File: config.mk
export PLATFORM = sky130hd
export DESIGN_NAME = bfly_out_serializer
export DESIGN_NICKNAME = d
export VERILOG_FILES = /design/src/rtl/bfly_out_serializer.sv
export SDC_FILE = /design/constraint.sdc
export NUM_CORES = 1
export LEC_CHECK = 0
export CAP_MARGIN = 20
export CORE_MARGIN = 2
export CORE_UTILIZATION = 34
export DETAILED_ROUTE_END_ITERATION = 6
export PLACE_DENSITY = 0.53
export SLEW_MARGIN = 15
export SYNTH_ARGS = -nofsm -noshare
export SYNTH_HDL_FRONTEND = slang
export SYNTH_SLANG_ARGS = --single-unit
File: constraint.sdc
create_clock -name clk -period 4.6 [get_ports clk]
set_clock_uncertainty 0.1 [all_clocks]
set_input_delay 1.15 -clock clk [delete_from_list [all_inputs] [get_ports clk]]
set_output_delay 1.15 -clock clk [all_outputs]
set_load 0.02 [all_outputs]
File: src/rtl/bfly_out_serializer.sv
// Output sequencer for one radix-2 butterfly stage: sums pass straight through,
// differences are buffered and replayed as one gapless burst after the last sum.
module bfly_out_serializer #(
  parameter int NUM   = 16,
  parameter int WIDTH = 16
) (
  input  logic             clk,
  input  logic             rst,
  input  logic             in_valid,
  input  logic [WIDTH-1:0] in_sum_re,
  input  logic [WIDTH-1:0] in_sum_im,
  input  logic [WIDTH-1:0] in_diff_re,
  input  logic [WIDTH-1:0] in_diff_im,
  output logic             out_valid,
  output logic [WIDTH-1:0] out_re,
  output logic [WIDTH-1:0] out_im,
  output logic             out_half,
  output logic             out_last,
  output logic             err_overrun,
  output logic [1:0]       dbg_state
);

  localparam int CW = $clog2(NUM);
  localparam logic [CW-1:0] CNT_MAX = CW'(NUM - 1);

  typedef enum logic [1:0] {
    S_IDLE  = 2'd0,
    S_PASS  = 2'd1,
    S_DRAIN = 2'd2
  } state_t;

  state_t              state_q, state_d;
  logic [CW-1:0]       cnt_q, cnt_d;
  logic                out_valid_q, out_valid_d;
  logic [WIDTH-1:0]    out_re_q, out_re_d;
  logic [WIDTH-1:0]    out_im_q, out_im_d;
  logic                out_half_q, out_half_d;
  logic                out_last_q, out_last_d;
  logic                err_overrun_q, err_overrun_d;

  logic [2*WIDTH-1:0]  buf_q [NUM];
  logic                buf_we;
  logic [2*WIDTH-1:0]  buf_wdata;
  logic [2*WIDTH-1:0]  buf_rdata;

  // State register; the buffer itself is not reset since its contents are don't-care.
  always_ff @(posedge clk) begin
    if (!rst) begin
      state_q       <= S_IDLE;
      cnt_q         <= '0;
      out_valid_q   <= 1'b0;
      out_re_q      <= '0;
      out_im_q      <= '0;
      out_half_q    <= 1'b0;
      out_last_q    <= 1'b0;
      err_overrun_q <= 1'b0;
    end else begin
      state_q       <= state_d;
      cnt_q         <= cnt_d;
      out_valid_q   <= out_valid_d;
      out_re_q      <= out_re_d;
      out_im_q      <= out_im_d;
      out_half_q    <= out_half_d;
      out_last_q    <= out_last_d;
      err_overrun_q <= err_overrun_d;
    end
  end

  // Writes only happen in IDLE/PASS and reads only in DRAIN, so ports never collide.
  always_ff @(posedge clk) begin
    if (rst && buf_we) begin
      buf_q[cnt_q] <= buf_wdata;
    end
  end

  assign buf_rdata = buf_q[cnt_q];

  // Next-state and counter.
  always_comb begin
    state_d = state_q;
    cnt_d   = cnt_q;
    case (state_q)
      S_IDLE: begin
        if (in_valid) begin
          state_d = S_PASS;
          cnt_d   = CW'(1);
        end
      end
      S_PASS: begin
        if (in_valid) begin
          if (cnt_q == CNT_MAX) begin
            state_d = S_DRAIN;
            cnt_d   = '0;
          end else begin
            cnt_d = cnt_q + CW'(1);
          end
        end
      end
      S_DRAIN: begin
        if (cnt_q == CNT_MAX) begin
          state_d = S_IDLE;
          cnt_d   = '0;
        end else begin
          cnt_d = cnt_q + CW'(1);
        end
      end
      default: begin
        state_d = S_IDLE;
        cnt_d   = '0;
      end
    endcase
  end

  // Registered-output values and buffer write request.
  always_comb begin
    out_valid_d   = 1'b0;
    out_re_d      = '0;
    out_im_d      = '0;
    out_half_d    = 1'b0;
    out_last_d    = 1'b0;
    err_overrun_d = err_overrun_q;
    buf_we        = 1'b0;
    buf_wdata     = {in_diff_re, in_diff_im};
    case (state_q)
      S_IDLE, S_PASS: begin
        if (in_valid) begin
          out_valid_d = 1'b1;
          out_re_d    = in_sum_re;
          out_im_d    = in_sum_im;
          buf_we      = 1'b1;
        end
      end
      S_DRAIN: begin
        out_valid_d          = 1'b1;
        {out_re_d, out_im_d} = buf_rdata;
        out_half_d           = 1'b1;
        out_last_d           = (cnt_q == CNT_MAX);
        // A sample arriving mid-burst has nowhere to go: drop it and flag it.
        if (in_valid) begin
          err_overrun_d = 1'b1;
        end
      end
      default: ;
    endcase
  end

  assign out_valid   = out_valid_q;
  assign out_re      = out_re_q;
  assign out_im      = out_im_q;
  assign out_half    = out_half_q;
  assign out_last    = out_last_q;
  assign err_overrun = err_overrun_q;
  assign dbg_state   = state_q;

endmodule
* Word-level counts from Yosys, hierarchy flattened
Memory sizes are Yosys's and may differ from the RTL's. A register that Yosys moved wholly into a read port is not among the register bits. Index checks and enable logic that the tools add are counted.
Storage, ports and cells: register bits after elaboration 42, bits in latches 0, RAM bits 512, memory bits (read-only) 0, bits of input ports 67, output and inout port bits 38, word-level logic and storage cells 45, memories kept 1
Memory list:
- buf_q | words 16, width 32, read ports 1, clocked after memory_dff 1, wr ports 1, RTL line 41 | logic [2*WIDTH-1:0] buf_q [NUM];
Cells by class: add/subtract/negate cells 1, multiply operators 0, div/mod/pow operators 0, order comparisons 0, eq/ne operators 7, shift operators 0, muxes and demuxes 21, bitwise gates (word level) 0, reductions and logical operators 7
Operators with widths (count):
- $pmux 16 s2 | 2
- $mux 16 | 2
- $mux 4 | 5
- $pmux 4 s3 | 1
- $mux 2 | 4
- $ne 2x2->1 const B | 4
- $pmux 2 s3 | 1
- $reduce_and 2->1 | 3
- $mux 1 | 5
- $add 4x1->4 const B | 1
- $eq 4x4->1 const B | 1
- $reduce_and 4->1 | 1
- $eq 2x1->1 const B | 1
- $eq 2x2->1 const B | 1
- $logic_not 2->1 | 1
- $pmux 1 s2 | 1
- $reduce_or 2->1 | 1
- $logic_and 1x1->1 | 1

* Longest topological paths before layout
depth in word-level cells 6, depth in mapped cells 8

* Worst setup path after synthesis
Ideal clock, no wire load.
path kind input to register, start point in rst, end point mem buf_q[0][0] (netlist name) (enable), data arrival time 3795 ps, required time 4039 ps, setup slack 244 ps, stages on the path 4, path buffers 1, cells stage by stage buf_2 o211a_1 nand2_1 nor3_1
On the way: cells in the longest elaborated chain, start to end 3
Ends and longest elaborated chain:
- start: declaration | RTL line 8 | input logic rst,
- $logic_and 1x1->1 | RTL line 71 | if (rst && buf_we) begin
- $mux 1 | RTL line 71
- $mux 1 (not written as such) | RTL line 72 | buf_q[cnt_q] <= buf_wdata;
- end: declaration | RTL line 41
No other way between the ends.

* Final worst setup path
start point in rst, end point mem buf_q[8][5] (netlist name) (enable)
The elaborated chain is that of the path after synthesis.

==> Flow_metrics.wiki <==
{| class="wikitable"
! Metric !! Value
|-
| Unique masters post-synth || 36
|-
| Fraction of layout cells with a size suffix above 1 || 20.36%
|-
| Setup crit end kind || flop
|-
| Final count of pins violating max slew || 0
|-
| Placed insts || 1941
|-
| Critical path arrival || 3.33 ns
|-
| Final wirelength || 49650 um
|-
| Combined global-route utilization of all metal layers || ~16%
|-
| Drt first pass iters || 5
|-
| Yosys synthesis warning count || 0
|-
| Remaining antenna violation count || 0
|-
| Critical path launch point type || primary input
|-
| Number of global-route vias before repair || 10510
|-
| Post-CTS Repair Setup Buffers || 0
|-
| Largest fanout of any net on the critical path || 18
|-
| Drt initial violations || 804
|-
| Area used by sequential logic in the layout || 16310 um^2
|-
| Post-synthesis area per instance || ~21 um^2
|-
| Final setup fails || 0
|-
| Port buffer count || about 100
|-
| Critical path buffer and inverter count || 2
|-
| Slowest library cell on the worst path || sky130_fd_sc_hd__clkdlybuf4s50_1
|-
| Die Ht || 253.2 um
|-
| Area of the die || 64110 um^2
|-
| Area taken by multi-input logic gates || 4588 um^2
|-
| Leading cell types in the layout, fill and taps excluded || 512 x sky130_fd_sc_hd__edfxtp_1, 104 x sky130_fd_sc_hd__clkdlybuf4s50_1, 98 x sky130_fd_sc_hd__mux2i_1, 96 x sky130_fd_sc_hd__mux4_2, 65 x sky130_fd_sc_hd__o211ai_1
|-
| Post-layout nets || 1240
|-
| Pwr/cell area || 437.3 nW/um^2
|-
| Final routed wire length divided by cell count || 24.27 um
|-
| HP Class || reg2reg
|-
| Root cell of the clock tree || sky130_fd_sc_hd__clkbuf_16
|-
| Mapped Nets || approximately 1100
|-
| Cell area after synthesis || 21110 um^2
|-
| Number of buffers created by CTS || 57
|-
| Outcome || finished, final reports clean
|-
| Core box area || 61600 um^2
|-
| # rows || 91
|-
| Slew Limit Headroom || 42.31%
|-
| Achievable Freq || 318.9 MHz
|-
| Most common cell after layout, fill and taps aside || sky130_fd_sc_hd__edfxtp_1
|-
| Synth-to-Final Area Change || 19.57%
|-
| Clock tree from TritonCTS || yes
|-
| Width of the chip || 253.2 um
|-
| CTS hold repair buffers || 0
|-
| CP top delay family || buffers and inverters
|-
| Clock input transition at the sequential cells of the worst setup and hold paths || about 0.060 ns
|-
| Number of flip-flops and latches in the synthesized netlist || approximately 560
|-
| Count of unresolved DRC violations after routing || 0
|-
| Total global routing overflow || 0
|-
| Clk buf depth || 3
|-
| Number of standard cells in the final layout excluding fillers || 2046
|-
| Crit path kind || in2reg
|-
| Top_reg_cell synth || sky130_fd_sc_hd__edfxtp_1
|-
| Insertion delay to the later sink of the worst-skew pair || approximately 0.60 ns
|-
| Cells after Synth || 1018
|-
| Total negative setup slack || 0 ns
|-
| Final critical path time including I/O delays and setup || 3.136 ns
|-
| Wire length of the first global-routing pass || 72330 um
|-
| Vias after detailed routing || 10220
|-
| Worst path required time || between 4 and 5 ns
|-
| Hold Fails Final Rpt || 0
|-
| Vias per inst || 4.997
|-
| Power consumption || 11.04 mW
|-
| Peak supply drop || ~0.25 mV
|-
| Starting density of the core || 34.28%
|-
| Share of the cycle needed by the critical path after routing || roughly 70%
|-
| LEAKAGE || 7.714 nW
|-
| Proportion of register bits with asynchronous set or reset after synthesis || 0%
|-
| Layout filler cell count || 5446
|-
| Area after DPL || 23340 um^2
|-
| Part of the Yosys area used for sequential elements || between 70% and 80%
|-
| CTS Sinks || 558
|-
| Number of enable flip-flop cells after synthesis || 512
|-
| Unrepaired setup endpoints after global routing || no
|-
| Number of antenna violations at the first check in global routing || 1
|-
| RePlAce Congestion || around 0.75
|-
| Number of max-cap violations || 0
|-
| Count of boundary I/O pins || approximately 110
|-
| Slew @ Worst Pin || 0.8654 ns
|-
| Layout Cell Area excl Fill || 25250 um^2
|-
| Number of levels the H-tree was split into || 2
|-
| Cells resized by post-CTS repair || 0
|-
| Final HPWL DP || 29910 um
|-
| Final core occ || 40.98%
|-
| Sequence of cells on the critical path || clkdlybuf4s50_1 > o211a_1 > nand2_1 > nor2_4 > buf_4
|-
| Max incr delay on CP || 0.67 ns
|-
| Largest net degree at the start of global routing || 52
|}
==> Yosys cell counts (2+ instances only) <==
master / instances / share of area, %
sky130_fd_sc_hd__edfxtp_1: 512 / 73
sky130_fd_sc_hd__mux2i_1: 98 / 4.6
sky130_fd_sc_hd__mux4_2: 96 / 10
sky130_fd_sc_hd__o211ai_1: 65 / 2.3
sky130_fd_sc_hd__dfxtp_1: 46 / 4.4
sky130_fd_sc_hd__nand2_1: 42 / 0.75
sky130_fd_sc_hd__a22oi_1: 30 / 1.1
sky130_fd_sc_hd__clkbuf_1: 22 / 0.39
sky130_fd_sc_hd__buf_2: 17 / 0.40
sky130_fd_sc_hd__nor2_1: 15 / 0.27
sky130_fd_sc_hd__ha_1: 10 / 0.59
sky130_fd_sc_hd__a21oi_1: 6 / 0.14
sky130_fd_sc_hd__inv_1: 6 / 0.11
sky130_fd_sc_hd__nor2b_1: 6 / 0.18
sky130_fd_sc_hd__buf_4: 5 / 0.18
sky130_fd_sc_hd__buf_6: 5 / 0.27
sky130_fd_sc_hd__nor3_1: 5 / 0.12
sky130_fd_sc_hd__buf_8: 4 / 0.28
sky130_fd_sc_hd__and2_1: 3 / 0.089
sky130_fd_sc_hd__buf_1: 3 / 0.053
sky130_fd_sc_hd__nand2b_1: 3 / 0.089
sky130_fd_sc_hd__o21ai_0: 3 / 0.071
sky130_fd_sc_hd__a21boi_0: 2 / 0.071
sky130_fd_sc_hd__nand3_1: 2 / 0.047
==> power by group <==
group	internal [mW]	switching (mW)	leakage, nW
combinational	0.338	0.357	1.80
sequential	5.59	0.0520	4.99
clock	2.80	1.91	0.924
==> worst paths after layout <==
path               start           to  slack (ns)  depth (start not counted)
min reg2reg  err_overrun  err_overrun        0.40                          2
max reg2reg         flop    out_im[5]        1.92                          4
min          err_overrun  err_overrun        0.40                          2
max                  rst  buf_q[8][5]        1.46                          5
==> layout make-up <==
cell class,instances,share of cell area [%]
flip-flops and latches,558,64.59
diodes,1,0.009912
well taps,837,4.148
repair buffers,142,5.452
clock inverters,32,1.462
multi-input cells,398,18.17
inverters,6,0.08921
clock buffers,72,6.071
==> per-layer routing <==
layer	global-route usage, %	part of all wire, %	wire length (um)
met1	22.89	48	23790
met2	24.29	46	22990
met3	2.693	4.3	2144
met4	3.246	1.5	728
met5	0	0	0
==> metrics by stage <==
| step | hold slack (ns) | setup slack, ns |
|---|---|---|
| 3_5_place_dp | 0.3853 | 0.8528 |
| 3_3_place_gp | 0.3901 | 0.8732 |
| 2_1_floorplan | 0.4432 | 0.2440 |
| 6_report | 0.4039 | 1.464 |
| 5_1_grt | 0.4377 | 1.328 |
| 4_1_cts | 0.4090 | 1.506 |
==> kinds of logic (layout without fill, tap and decap cells) <==
kind of cell | after synthesis | count (layout) | synth area share [%]
buffers and inverters | 62 | 252 | 1.683
adder cells (fa/ha/maj) | 10 | 10 | 0.5926
other | 0 | 1 | 0
AO/OA/AOI/OAI | 111 | 111 | 3.864
AND/OR/NAND/NOR | 83 | 83 | 1.796
multiplexers | 194 | 194 | 14.89
flip-flops | 558 | 558 | 77.18
==> worst min-delay path, delay by kind of cell, from the launching register on <==
family / cells / cell delay [ns]
compound gates: 1 / 0.04
flops: 1 / 0.33
simple gates: 1 / 0.09
==> state kept, by name, indices dropped and copies added (netlist names), named ones only <==
name	flops
err_overrun	1
buf_q	512
out_half	1
out_re	16
cnt_q	4
out_im	16
out_valid	1
out_last	1
dbg_state	2
Power figures use the tool's default switching activity.
